File: config.mk
export PLATFORM = sky130hd
export DESIGN_NAME = seg7_scan_mux
export DESIGN_NICKNAME = d
export VERILOG_FILES = /design/src/rtl/seg7_pkg.sv /design/src/rtl/seg7_scan_mux_scan_slot_timer.sv /design/src/rtl/seg7_scan_mux.sv
export SDC_FILE = /design/constraint.sdc
export NUM_CORES = 1
export LEC_CHECK = 0
export ABC_CLOCK_PERIOD_IN_PS = 4300
export CORE_MARGIN = 2
export CORE_UTILIZATION = 57
export DETAILED_ROUTE_END_ITERATION = 8
export DONT_BUFFER_PORTS = 1
export PLACE_DENSITY = 0.72
export SETUP_SLACK_MARGIN = 0.1
export SLEW_MARGIN = 30
export SYNTH_ARGS = -nofsm -noshare
export SYNTH_HDL_FRONTEND = slang
export SYNTH_HIERARCHICAL = 1
export SYNTH_SLANG_ARGS = --single-unit
File: constraint.sdc
create_clock -name clk -period 4.3 [get_ports clk]
set_input_delay 1.29 -clock clk [delete_from_list [all_inputs] [get_ports clk]]
set_output_delay 1.29 -clock clk [all_outputs]
set_load 0.005 [all_outputs]
File: src/rtl/seg7_pkg.sv
// Shared constants, slot phase type and blanking helper for the 7-segment scan mux.
package seg7_pkg;

    localparam logic [3:0]  BLANK_CODE = 4'hF;
    localparam logic [3:0]  AN_OFF     = 4'b1111;
    localparam int unsigned NUM_DIGITS = 4;

    typedef enum logic {
        DEAD = 1'b0,
        ON   = 1'b1
    } slot_phase_t;

    // Leading-zero test: a digit other than digit 0 is blanked when it and
    // every more significant digit are zero.
    function automatic logic lz_blank(input logic [15:0] digits, input logic [1:0] idx);
        logic all_zero;
        all_zero = 1'b1;
        for (int unsigned i = 0; i < NUM_DIGITS; i++) begin
            if (i >= 32'(idx) && digits[4*i +: 4] != 4'h0) begin
                all_zero = 1'b0;
            end
        end
        return (idx != 2'd0) && all_zero;
    endfunction

endpackage

File: src/rtl/seg7_scan_mux_scan_slot_timer.sv
// Slot timer: per-slot cycle counter, DEAD/ON phase, digit index and frame pulse.
// Next-state values are exported so the top can register its outputs on the
// same edge the phase or index changes.
import seg7_pkg::*;

module scan_slot_timer #(
    parameter int unsigned SLOT_CYC    = 50_000,
    parameter int unsigned DEAD_CYCLES = 64
) (
    input  logic        clk,
    input  logic        rst_n,
    output slot_phase_t phase_nx,
    output logic [1:0]  idx_nx,
    output logic        frame_nx,
    output logic        frame_tick
);

    localparam int unsigned    CW       = $clog2(SLOT_CYC);
    localparam logic [CW-1:0]  LAST     = CW'(SLOT_CYC - 1);
    localparam logic [CW-1:0]  DEAD_END = CW'(DEAD_CYCLES);

    slot_phase_t   phase_q;
    logic [1:0]    idx_q;
    logic [CW-1:0] cnt_q;
    logic [CW-1:0] cnt_nx;

    // Slot state register; reset restarts at digit 0 dead band.
    always_ff @(posedge clk or negedge rst_n) begin
        if (!rst_n) begin
            phase_q    <= DEAD;
            idx_q      <= 2'd0;
            cnt_q      <= '0;
            frame_tick <= 1'b0;
        end else begin
            phase_q    <= phase_nx;
            idx_q      <= idx_nx;
            cnt_q      <= cnt_nx;
            frame_tick <= frame_nx;
        end
    end

    // Counter wrap, phase transitions and digit advance.
    always_comb begin
        cnt_nx   = (cnt_q == LAST) ? '0 : cnt_q + CW'(1);
        phase_nx = phase_q;
        idx_nx   = idx_q;
        frame_nx = 1'b0;
        case (phase_q)
            DEAD: begin
                if (cnt_nx == DEAD_END) begin
                    phase_nx = ON;
                end
            end
            ON: begin
                if (cnt_q == LAST) begin
                    phase_nx = DEAD;
                    idx_nx   = idx_q + 2'd1;
                    frame_nx = (idx_q == 2'd3);
                end
            end
            default: phase_nx = DEAD;
        endcase
    end

endmodule

File: src/rtl/seg7_scan_mux.sv
// Four-digit common-anode scan multiplexer with double-buffered load,
// leading-zero blanking and a dead band between digits.
import seg7_pkg::*;

module seg7_scan_mux #(
    parameter int unsigned CLK_HZ      = 50_000_000,
    parameter int unsigned SLOT_HZ     = 1_000,
    parameter int unsigned DEAD_CYCLES = 64
) (
    input  logic        clk,
    input  logic        rst_n,
    input  logic        load,
    input  logic [15:0] digits_in,
    input  logic [3:0]  dp_in,
    input  logic        lzb_en,
    output logic        pending,
    output logic        frame_tick,
    output logic [3:0]  bcd_out,
    output logic [3:0]  an,
    output logic        dp_n
);

    localparam int unsigned SLOT_CYC = CLK_HZ / SLOT_HZ;

    slot_phase_t phase_nx;
    logic [1:0]  idx_nx;
    logic        frame_nx;

    logic [15:0] shadow_d;
    logic [3:0]  shadow_dp;
    logic [15:0] active_d;
    logic [3:0]  active_dp;

    logic [3:0]  an_nx;
    logic [3:0]  bcd_nx;
    logic        dpn_nx;

    scan_slot_timer #(
        .SLOT_CYC    (SLOT_CYC),
        .DEAD_CYCLES (DEAD_CYCLES)
    ) u_timer (
        .clk        (clk),
        .rst_n      (rst_n),
        .phase_nx   (phase_nx),
        .idx_nx     (idx_nx),
        .frame_nx   (frame_nx),
        .frame_tick (frame_tick)
    );

    // Shadow/active buffering; the active copy only changes on the edge that
    // enters the digit 0 dead band, and a load on that edge bypasses the shadow.
    always_ff @(posedge clk or negedge rst_n) begin
        if (!rst_n) begin
            shadow_d  <= '0;
            shadow_dp <= '0;
            active_d  <= '0;
            active_dp <= '0;
            pending   <= 1'b0;
        end else if (frame_nx) begin
            pending <= 1'b0;
            if (load) begin
                active_d  <= digits_in;
                active_dp <= dp_in;
            end else if (pending) begin
                active_d  <= shadow_d;
                active_dp <= shadow_dp;
            end
        end else if (load) begin
            shadow_d  <= digits_in;
            shadow_dp <= dp_in;
            pending   <= 1'b1;
        end
    end

    // Next display values from the upcoming slot phase and digit index.
    always_comb begin
        an_nx  = AN_OFF;
        bcd_nx = BLANK_CODE;
        dpn_nx = 1'b1;
        if (phase_nx == ON) begin
            an_nx  = ~(4'b0001 << idx_nx);
            dpn_nx = ~active_dp[idx_nx];
            if (lzb_en && lz_blank(active_d, idx_nx)) begin
                bcd_nx = BLANK_CODE;
            end else begin
                bcd_nx = active_d[{idx_nx, 2'b00} +: 4];
            end
        end
    end

    // Registered pin-side outputs.
    always_ff @(posedge clk or negedge rst_n) begin
        if (!rst_n) begin
            an      <= AN_OFF;
            bcd_out <= BLANK_CODE;
            dp_n    <= 1'b1;
        end else begin
            an      <= an_nx;
            bcd_out <= bcd_nx;
            dp_n    <= dpn_nx;
        end
    end

endmodule
* Yosys cells after proc, flatten, opt, wreduce, memory -nomap -nowiden *
Index checks and enable logic that the tools add are counted.

storage, ports and cells
  flip-flop bits (word level) = 70
  logic and storage cells = 66
  input bits = 24
  output and inout port bits = 11

operators by class
  multiplexer cells = 25
  add/sub/neg operators = 2
  shift-type cells = 2
  order comparisons = 4
  reductions and logical operators = 14
  bitwise gates (word level) = 4
  equal/unequal tests = 3

operator list
  cell                                                              number
  two-way mux 16 bit                                                3
  two-way mux 4 bit                                                 5
  adder 16 x 1 -> 16 bit, second input constant                     1
  equality test 16 bit, second input constant                       1
  equality test 16 x 7 -> 1 bit, second input constant              1
  nonzero test 4 bit                                                4
  variable part select 16 x 5 -> 4 bit                              1
  two-way mux 1 bit                                                 13
  nonzero test 2 bit                                                3
  logical AND 1 bit                                                 5
  greater-or-equal comparator 1 x 2 -> 1 bit, first input constant  2
  two-way mux 2 bit                                                 2
  NOT 4 bit                                                         1
  AND reduction 2 bit                                               2
  << shifter 1 x 2 -> 4 bit, first input constant                   1
  less-than comparator 2 x 3 -> 1 bit, second input constant        1
  NOT 1 bit                                                         3
  adder 2 x 1 -> 2 bit, second input constant                       1
  binary-select mux 1 bit (select 2 bit)                            1
  equality test 2 bit, second input constant                        1
  greater-or-equal comparator 2 bit, first input constant           1
  case mux 1 bit (2 select lines)                                   1

* Longest topological paths before layout *
Gate-level depths: netlist (run 1).

  word-level depth = 14
  depth in mapped cells = 10
  mapped depth without buffers = 9

* Cells and area by module *
The synthesis (run 1) kept the hierarchy.

modules (own cells, without submodules)
  module           instances  cells each  area each (um^2)  seq. area each (um^2)
  seg7_scan_mux    1          169         2,177.1           1,262.5
  scan_slot_timer  1          108         1,062.3           500.5

* Worst setup path before layout (run 1) *
OpenSTA, ideal clock, no wires.

  path kind = register to register
  start point = reg u_timer.cnt_q[11]
  end point = reg bcd_out[0]
  arrival = 2,746 ps
  cell stages (with the launch flop) = 10
  buffers on the path = 2
  slack = 1,465 ps
  clock period less this slack = 2,835 ps
  data required time = 4,211 ps
  setup time = 89 ps
  cells stage by stage = dfrtp_1 buf_6 or3_1 or4_1 or4_4 xnor2_1 buf_6 mux4_2 nor2b_1 o21ai_0

between the ends
  word-level cells in the longest chain between the ends = 14
  elaborated cells between the ends (all ways) = 26
  those cells by class = add/sub (1); order compare (3); eq/ne (2); shift (1); mux (13); reduce/logical (6)

RTL lines
  what                                        RTL line                             source
  start, declared                             seg7_scan_mux_scan_slot_timer.sv:24  logic [CW-1:0] cnt_q;
  start signal, assigned                      seg7_scan_mux_scan_slot_timer.sv:37  cnt_q <= cnt_nx;
  equality test 16 bit *                      seg7_scan_mux_scan_slot_timer.sv:55  if (cnt_q == LAST) begin
  two-way mux 2 bit *                         seg7_scan_mux_scan_slot_timer.sv:55
  two-way mux 2 bit *                         seg7_scan_mux_scan_slot_timer.sv:48  case (phase_q)
  net idx_nx[0]                               seg7_scan_mux.sv:26                  logic [1:0] idx_nx;
  greater-or-equal comparator 1 x 2 -> 1 bit  seg7_pkg.sv:19                       if (i >= 32'(idx) && digits[4*i +: 4] != 4'h0) begin
  logical AND 1 bit                           seg7_pkg.sv:19
  two-way mux 1 bit (4 in a row)              seg7_pkg.sv:19
  two-way mux 1 bit                           seg7_scan_mux.sv:80                  if (phase_nx == ON) begin
  logical AND 1 bit                           seg7_pkg.sv:23                       return (idx != 2'd0) && all_zero;
  logical AND 1 bit                           seg7_scan_mux.sv:83                  if (lzb_en && lz_blank(active_d, idx_nx)) begin
  two-way mux 4 bit *                         seg7_scan_mux.sv:83
  two-way mux 4 bit *                         seg7_scan_mux.sv:80
  net bcd_nx[0]                               seg7_scan_mux.sv:35                  logic [3:0] bcd_nx;
  end signal, assigned                        seg7_scan_mux.sv:99                  bcd_out <= bcd_nx;
  end, declared                               seg7_scan_mux.sv:18                  output logic [3:0] bcd_out,

The timed path passes the listed nets; every way through them passes the cells marked *. The select of a mux whose other input is x is not followed.
A chain may end at the register's enable or synchronous reset.

* Worst setup path after layout (run 1) *
  start point = reg u_timer.cnt_q[7]
  end point = reg dp_n

between the ends
  word-level cells in the longest chain between the ends = 7
  elaborated cells between the ends (all ways) = 13
  those cells by class = add/sub (1); eq/ne (2); mux (9); bitwise (1)

RTL lines
  what                                     RTL line                             source
  equality test 16 bit                     seg7_scan_mux_scan_slot_timer.sv:55
  two-way mux 2 bit                        seg7_scan_mux_scan_slot_timer.sv:55
  two-way mux 2 bit                        seg7_scan_mux_scan_slot_timer.sv:48
  net idx_nx[0]                            seg7_scan_mux.sv:26
  binary-select mux 1 bit (select 2 bit)   seg7_scan_mux.sv:82                  dpn_nx = ~active_dp[idx_nx];
  two-way mux 1 bit (not written as such)  seg7_scan_mux.sv:82
  NOT 1 bit                                seg7_scan_mux.sv:82
  two-way mux 1 bit                        seg7_scan_mux.sv:80
  net dpn_nx                               seg7_scan_mux.sv:36                  logic dpn_nx;
  end signal, assigned                     seg7_scan_mux.sv:100                 dp_n <= dpn_nx;
  end, declared                            seg7_scan_mux.sv:20                  output logic dp_n

The timed path passes the listed nets, and every way through them passes these cells. The select of a mux whose other input is x is not followed.

==> impl_metrics.ini, run 1 <==
[yosys]
yosys.cell_types.count = 40
synth_top_area_share_pct = 47.1
synth.area.top_cells = dfrtp_1 (47%), dfstp_2 (7.3%), mux2_2 (6.6%), mux2i_1 (6.5%), o21ai_0 (4.0%)
postSynthCellCount = 277
synth_top_area_cell = dfrtp_1
netlist_area_sq_um = 3240
synth_commonest_cells = dfrtp_1 (61), nand2_1 (27), o21ai_0 (26), mux2i_1 (21), mux2_2 (19)
async_flop_share_pct = 100
synth_seq_area_share_pct = 54.4
yosys_warnings = 6
synth_fp_nets = 304
ys_ff_latch = 70
synth_most_common_cell = dfrtp_1
synthFlopType = dfrtp_1
avgSynthCellArea_sq_um = 11.7
synth-edff-count = 0

[global_routing]
grt-ovfl-total = 0
groute.usage.overall_pct = 20.1
grt_pass1_wl_um = 9490
antenna_found_initial = 0
grt_max_degree = 71
grt_pass1_vias = 1986

[detailed_routing]
first_iter_violations = 148
routedWlPerCell_um = 16.0
vias = 2034
drt_pass1_iterations = 5
drtAntennaViolNets = 0
via_per_inst = 5.78
routed_wl_um = 5640
drc = 0

[timing]
drv_slew = 0
rsz0062_at_grt = no
period_minus_slack_ns = 3.31
max_slew.worst_pin.slew_ns = 0.741
finalSetupTns_ns = 0
post-route-period-util_pct = 76.9
max_freq_mhz = 302
slew_headroom_pct = 50.3
fin_skew_ns = 0.00684
hold-worst-slack_ns = 0.489
finalSetupViolCount = 0
hold_viol_final = 0

[placement]
io_buffers = 0
hpwlAfterDp_um = 3870
dpl_cell_area_sq_um = 3270
globalplace.congestion = 0.867

[cts]
tritoncts = built
cts_sinks = 70
clk_path_buf_depth = 2
cts_hold_buf = 0
cts_setup_buffers = 0
h-tree-depth = 3
cts-root-buf = clkbuf_8
clk_pin_slew_worst_paths_ns = 0.07
clock_latency_ns = 0.34
cts_buffers = 9
cts_resized = 0

[floorplanning]
rows = 27
initial_core_util_pct = 58.8
die-area_sq_um = 6300
die_x_um = 79.4
io-pin-count = 35
coreArea_sq_um = 5510
chipHeight_um = 79.4

[pwr]
leakage_nw = 1.50
peakVddDrop_v = 0.000228
p_total_mw = 1.25
power_density_nw_per_um2 = 360

[worst_setup_path]
cp.required_ns = 4.58
crit_chain = or3_1 -> or4_1 -> or4_4 -> xnor2_1 -> buf_4 -> mux4_1 -> nand2_1
end_kind = flop
regToRegSetupSlack_ns = 0.99
cp_top_family = simple AND/OR/NAND/NOR gates
worstPathMaxFanout = 7
crit_buf_inv = 1
arrival_ns = 3.58
path_class = flop to flop
cpMaxStageDelayCell = xnor2_1
critPathMaxStageDelay_ns = 0.61
start_kind = flop

[run_status]
status = finished, final reports clean

[hold_path]
hold_class = flop to flop

[layout]
final_nets = 302
fin_area_sq_um = 3470
drive_gt1_share_pct = 19.3
fin_util_pct = 63.0
n_antenna_cell = 0
area_delta_synth_final_pct = 7.03
fillers = 431

[job]
maxCapViolCount = 0
-- area by class of cell --
class                           instances  area (sq um)  share of cell area (%)
Clock buffer                           12           145                    4.19
Sequential cell                        70          1760                    50.8
Tap cell                               72          90.1                    2.60
Clock inverter                          4          47.5                    1.37
Timing Repair Buffer                    3          22.5                   0.650
Multi-Input combinational cell        188          1390                    40.0
Inverter                                3          11.3                   0.325
-- final timing paths --
| path | to | start | depth (start not counted) |
|---|---|---|---|
| worst max-delay path | dp_n | u_timer/cnt_q[7] | 7 |
| worst min-delay path | active_dp[2] | active_dp[2] | 2 |
| worst max register to register | dp_n | u_timer/cnt_q[7] | 7 |
| worst min register to register | active_dp[2] | active_dp[2] | 2 |
| max in group asynchronous | an[3] | rst_n | 0 |
| min in group asynchronous | u_timer/cnt_q[7] | rst_n | 0 |
-- sequential cells by signal (all words and copies together), names as in the netlist --
| register | cells |
|---|---|
| pending | 1 |
| shadow_d | 16 |
| u_timer/idx_q | 2 |
| dp_n | 1 |
| active_dp | 4 |
| bcd_out | 4 |
| an | 4 |
| active_d | 16 |
| u_timer/cnt_q | 16 |
| shadow_dp | 4 |
| u_timer/phase_q | 1 |
| u_timer/frame_tick | 1 |
-- kinds of logic (layout without fill, tap and decap cells) --
| group | count (synthesis) | in the layout | share of synthesized area (%) |
|---|---|---|---|
| AOI/OAI and AO/OA | 38 | 38 | 6.30 |
| buffers and inverters | 19 | 22 | 3.09 |
| DFF | 70 | 70 | 54.4 |
| xor gates and xnor gates | 16 | 16 | 4.33 |
| and+or+nand+nor | 84 | 84 | 13.1 |
| muxes | 47 | 47 | 17.6 |
| adders and majority gates | 3 | 3 | 1.16 |
-- where the power goes --
group	internal, mW	leakage (nW)	switching (mW)
logic	0.0278	0.523	0.0129
clock network	0.282	0.0964	0.240
registers	0.677	0.882	0.00843
total	0.988	1.50	0.261
-- cells in the final DEF (no fill, tap or decap), types with 2 or more instances in the layout --
cell type,count
nor3_1,4
and4_1,3
nor4_1,5
clkbuf_8,10
nand3b_1,2
inv_1,3
ha_1,3
clkinv_2,2
a21oi_1,5
mux4_1,2
nand3_1,6
nor2b_1,4
clkbuf_1,2
o21ai_1,2
mux4_2,3
xnor2_1,11
dfstp_2,9
mux2_2,19
dfrtp_1,61
xor2_1,5
and3_1,2
buf_4,3
nand2_1,27
nand4_1,5
mux2i_1,21
o21ai_0,25
nor2_1,18
-- metal layers --
metal  global-route usage (%)  share of wire [%]  vias up
li1                         -                  -      977
met1                     27.5                 47      997
met2                     29.2                 45       50
met3                     7.01                5.8       10
met4                     8.62                1.7        0
met5                        0                  0        -
-- worst register-to-register path, stage by stage (launching register included) --
cell     delay, ns
dfrtp_1       0.42
or3_1         0.40
or4_1         0.46
or4_4         0.46
xnor2_1       0.61
buf_4         0.27
mux4_1        0.54
nand2_1       0.08
-- metrics by stage --
step / std cells / setup slack [ns]
after floorplan: 277 / 1.47
after CTS: 352 / 0.986
after detailed placement: 336 / 1.02
after global placement: 336 / 1.04
after global routing: 352 / 0.788
final: 352 / 0.993
Note: power is estimated with default switching activity, not from simulation.
==> run 2, diff against run 1 <==
--- a/config.mk
+++ b/config.mk
@@ -5,7 +5,7 @@
 export SDC_FILE = /design/constraint.sdc
 export NUM_CORES = 1
 export LEC_CHECK = 0
-export ABC_CLOCK_PERIOD_IN_PS = 4300
+export ABC_CLOCK_PERIOD_IN_PS = 3330
 export CORE_MARGIN = 2
 export CORE_UTILIZATION = 57
 export DETAILED_ROUTE_END_ITERATION = 8
==> constraint.sdc (replaced) <==
create_clock -name clk -period 3.33 [get_ports clk]
set_input_delay 0.999 -clock clk [delete_from_list [all_inputs] [get_ports clk]]
set_output_delay 0.999 -clock clk [all_outputs]
set_load 0.005 [all_outputs]
==> run 2 against run 1 <==
Effect of this change: non-clock buffer count up 4; clock power is 20% higher; utilization rose by 0.32 points; sequential cell count did not move; cell area rose by 0.51%; routed wire length up 0.37%; global-route usage increased by 0.15 points; setup slack worse by 0.58 ns; clock skew grew 0.0048 ns; critical endpoint is now bcd_out[3]; largest power group unchanged.
==> impl_metrics.ini, run 2 (synthesized netlist as in run 1, its figures left out) <==
[pwr]
p_sw_mw = 0.344
power_frac_clock_pct = 40.0
internal_power_mw = 1.22
peakVddDrop_v = 0.000286
pwr-share-comb_pct = 3.4
p_seq_share_pct = 56.6
leakage_nw = 1.51
power_switching_share_pct = 22.0
power_density_nw_per_um2 = 449

[worst_setup_path]
reg2reg_depth = 8
endpoint = bcd_out[3]
regToRegSetupSlack_ns = 0.41
cp.required_ns = 3.59
critPathMaxStageDelay_ns = 0.56
end_kind = flop
regToRegEndpoint = bcd_out[3]
start_kind = flop
crit_chain = or3_1 -> or4_1 -> or4_4 -> xnor2_1 -> buf_4 -> mux4_1 -> nor2b_1 -> o21ai_0
cpMaxStageDelayCell = mux4_1
cp_top_family = simple AND/OR/NAND/NOR gates
path_class = flop to flop
path_depth = 8
crit_buf_inv = 1
critPathLaunch = u_timer/cnt_q[7]
arrival_ns = 3.17
worstPathMaxFanout = 12
timing.rr.start = u_timer/cnt_q[7]

[layout]
final_common_cell = dfrtp_1
top_regs = active_d x16, shadow_d x16, u_timer/cnt_q x16
n_antenna_cell = 0
area_delta_synth_final_pct = 7.57
final_cell_mix = dfrtp_1 (61), nand2_1 (27), o21ai_0 (26)
drive_gt1_share_pct = 21.1
final_nets = 306

[detailed_routing]
drtAntennaViolNets = 0
drc = 0
drt_pass1_iterations = 4
routed_wl_um = 5660
vias = 2011
routedWlPerCell_um = 15.9
via_per_inst = 5.65
first_iter_violations = 158

[floorplanning]
rows = 27
io-pin-count = 35
die-area_sq_um = 6300
die_x_um = 79.4
initial_core_util_pct = 58.8
chipHeight_um = 79.4
coreArea_sq_um = 5510

[cts]
cts_sinks = 70
tritoncts = built
clock_latency_ns = 0.34
cts_hold_buf = 0
h-tree-depth = 3
cts_setup_buffers = 0
cts_resized = 0
cts-root-buf = clkbuf_8
clk_path_buf_depth = 2
cts_buffers = 9
clk_pin_slew_worst_paths_ns = 0.07

[timing]
post-route-period-util_pct = 87.5
slew_headroom_pct = 65.3
rsz0062_at_grt = no
finalSetupTns_ns = 0
finalSetupViolCount = 0
max_slew.worst_pin.slew_ns = 0.507
drv_slew = 0
fin_skew_ns = 0.0116
hold_viol_final = 0
hold-worst-slack_ns = 0.347
period_minus_slack_ns = 2.92
max_freq_mhz = 343

[global_routing]
grt_pass1_wl_um = 9660
grt-ovfl-total = 0
grt_pass1_vias = 2044
groute.usage.overall_pct = 20.2
grt_max_degree = 71
antenna_found_initial = 0

[hold_path]
hold_class = input port to asynchronous set/reset pin

[run_status]
status = finished, final reports clean

[placement]
io_buffers = 0
globalplace.congestion = 0.874
hpwlAfterDp_um = 3980

[job]
maxCapViolCount = 0
[run 2: changes by cell type in the layout (fill, tap and decap cells not counted)]
cell	change
o21ai_0	+1
clkinv_4	+1
buf_4	+4
clkinvlp_4	+1
clkbuf_1	-2
o21ai_1	-1
clkbuf_8	+1
nor2b_2	+1
bufinv_16	-1
nor2b_4	-1
[run 2: cell type report]
| class | instances | area, sq um |
|---|---|---|
| fill | 443 | 2020 |
| sequential | 70 | 1760 |
| multi-input combinational | 188 | 1380 |
| clock buffer | 11 | 151 |
| tap | 72 | 90.1 |
| timing repair buffer | 7 | 52.6 |
| clock inverter | 5 | 33.8 |
| inverter | 3 | 11.3 |
[run 2: layer usage]
metal | up-vias | GRT usage, % | wire length [um]
li1 | 985 | - | -
met2 | 27 | 30.4 | 2660
met5 | - | 0 | 0
met1 | 991 | 27.6 | 2710
met4 | 0 | 7.76 | 90
met3 | 8 | 6.45 | 199
[run 2: how the worst min path moves through the flow]
stage	start	end	depth (start not counted)
floorplan	active_dp[1]	active_dp[1]	2
global placement	active_dp[3]	active_dp[3]	2
detailed placement	active_dp[0]	active_dp[0]	2
CTS	rst_n	shadow_dp[2]	0
global route	rst_n	u_timer/cnt_q[12]	0
finish	rst_n	u_timer/cnt_q[12]	0
[run 2: power by group through the flow]
stage	combinational [mW]	clock [mW]	sequential, mW
final	0.0534	0.626	0.885
after global routing	0.0588	0.680	0.887
after CTS	0.0543	0.648	0.885
after detailed placement	0.0540	0	0.902
after global placement	0.0530	0	0.901
after floorplan	0.0532	0	0.899
[run 2: metrics by stage]
stage / cell area [sq um] / power [mW] / instances / util (%) / worst slack (ns)
finish: 3480 / 1.56 / 356 / 63.3 / 0.415
global route: 3480 / 1.63 / 356 / 63.3 / 0.145
floorplan: 3240 / 0.952 / 277 / - / 0.495
CTS: 3480 / 1.59 / 356 / 63.3 / 0.415
detailed placement: 3300 / 0.956 / 340 / 59.9 / 0.427
global placement: 3300 / 0.954 / 340 / 59.9 / 0.492
==> run 3, diff against run 2 <==
--- a/config.mk
+++ b/config.mk
@@ -6,7 +6,6 @@
 export NUM_CORES = 1
 export LEC_CHECK = 0
 export ABC_CLOCK_PERIOD_IN_PS = 3330
-export CORE_MARGIN = 2
 export CORE_UTILIZATION = 57
 export DETAILED_ROUTE_END_ITERATION = 8
 export DONT_BUFFER_PORTS = 1
==> run 3 against run 2 <==
Effect of this change: worst hold slack worse by 0.0070 ns; setup slack worse by 0.014 ns; sequential cell count stayed put; count of clock-buffer cells in the layout stayed put; utilization is 1.3 points higher; cell area is 2.0% higher; first-iteration DRC count is 2.5% higher; total power is 15% higher; register-to-register slack hardly changed; non-clock buffer count stayed put; sequential power hardly changed; critical path type unchanged.
==> impl_metrics.ini, run 3 (synthesized netlist as in run 1, its figures left out) <==
[timing]
hold-worst-slack_ns = 0.340
period_minus_slack_ns = 2.93
hold_viol_final = 0
drv_slew = 0
finalSetupTns_ns = 0
max_slew.worst_pin.slew_ns = 0.506
max_freq_mhz = 341
post-route-period-util_pct = 88.0
finalSetupViolCount = 0
slew_headroom_pct = 65.4
rsz0062_at_grt = no
fin_skew_ns = 0.00629

[pwr]
power_density_nw_per_um2 = 506
p_total_mw = 1.80
peakVddDrop_v = 0.000366
leakage_nw = 1.54

[run_status]
status = finished, final reports clean

[job]
maxCapViolCount = 0

[worst_setup_path]
end_kind = flop
worstPathMaxFanout = 12
cpMaxStageDelayCell = mux4_1
critPathMaxStageDelay_ns = 0.58
timing.rr.start = u_timer/cnt_q[11]
crit_buf_inv = 1
crit_chain = or3_1 -> or4_1 -> or4_4 -> xnor2_1 -> buf_4 -> mux4_1 -> nor2b_1 -> o21ai_0
start_kind = flop
arrival_ns = 3.19
path_class = flop to flop
cp.required_ns = 3.59
cp_top_family = simple AND/OR/NAND/NOR gates
critPathLaunch = u_timer/cnt_q[11]

[detailed_routing]
wl_met1_um = 2800
wl_met3_um = 224
top_layer = met4
drtAntennaViolNets = 0
drt_pass1_iterations = 4
routed_wl_um = 5790
drc = 0
first_iter_violations = 162
via_per_inst = 5.79
vias = 2063
route.met2.wl_um = 2640
routedWlPerCell_um = 16.3

[floorplanning]
coreArea_sq_um = 5510
io-pin-count = 35
die-area_sq_um = 5990
initial_core_util_pct = 58.8
die_x_um = 77.4
chipHeight_um = 77.4
rows = 27

[layout]
drive_gt1_share_pct = 21.1
final_nets = 306
top_regs = active_d x16, shadow_d x16, u_timer/cnt_q x16
fin_util_pct = 64.6
fin_area_sq_um = 3560
n_antenna_cell = 0
fillers = 437
final_common_cell = dfrtp_1
final_cell_mix = dfrtp_1 (61), nand2_1 (27), o21ai_0 (26)
area_delta_synth_final_pct = 9.77

[global_routing]
groute.usage.overall_pct = 22.3
antenna_found_initial = 0
grt-ovfl-total = 0
grt_pass1_wl_um = 10100
grt_pass1_vias = 2092
grt_max_degree = 71

[cts]
h-tree-depth = 3
cts_sinks = 70
tritoncts = built
cts_buffers = 9
cts_setup_buffers = 0
clk_pin_slew_worst_paths_ns = 0.08
clk_path_buf_depth = 2
clock_latency_ns = 0.34
cts_resized = 0
cts_hold_buf = 0
cts-root-buf = clkbuf_8

[placement]
globalplace.congestion = 0.886
dpl_cell_area_sq_um = 3300
io_buffers = 0
hpwlAfterDp_um = 3980

[hold_path]
hold_class = input port to asynchronous set/reset pin
[run 3: cell count changes in the layout (fill, tap and decap cells not counted)]
cell	delta
clkinv_2	-2
clkinv_4	-1
bufinv_16	+3
[run 3: area by class of cell]
cell class / instances / area, sq um / area share [%]
sequential: 70 / 1760 / 49.6
tap: 72 / 90.1 / 2.53
multi-input combinational: 188 / 1380 / 38.9
timing repair buffer: 7 / 52.6 / 1.48
inverter: 3 / 11.3 / 0.317
clock buffer: 11 / 151 / 4.26
clock inverter: 5 / 105 / 2.96
[run 3: per-stage QoR]
stage / instances / worst slack [ns]
floorplan: 277 / 0.495
global placement: 340 / 0.491
detailed placement: 340 / 0.431
CTS: 356 / 0.416
global route: 356 / 0.240
finish: 356 / 0.401
[run 3: path summary, 6_finish.rpt]
| check | endpoint | slack [ns] | cells past startpoint |
|---|---|---|---|
| worst max-delay path | bcd_out[3] | 0.40 | 8 |
| worst min-delay path | u_timer/cnt_q[4] | 0.34 | 0 |
| worst max register to register | bcd_out[3] | 0.40 | 8 |
| worst min register to register | shadow_d[1] | 0.48 | 1 |
| max in group asynchronous | bcd_out[1] | 2.79 | 0 |
| min in group clk | shadow_d[1] | 0.48 | 1 |
[run 3: layer usage]
metal	global-route usage, %	up-vias
met2	32.5	44
li1	-	986
met4	11.5	0
met1	31.1	1020
met3	5.29	13
met5	0	-
[run 3: report_power, final]
part           total, mW  switching (mW)  internal (mW)
Sequential         0.885          0.0109          0.875
Clock              0.860           0.321          0.538
Combinational     0.0532          0.0171         0.0362
Total               1.80           0.349           1.45
[run 3: worst reg2reg max path: cells and delay by family, from the launching register on]
| kind | cells | cell delay [ns] |
|---|---|---|
| simple gates | 4 | 1.34 |
| compound gates | 1 | 0.08 |
| xor+xnor | 1 | 0.15 |
| mux | 1 | 0.58 |
| flops | 1 | 0.47 |
| buf+inv | 1 | 0.22 |
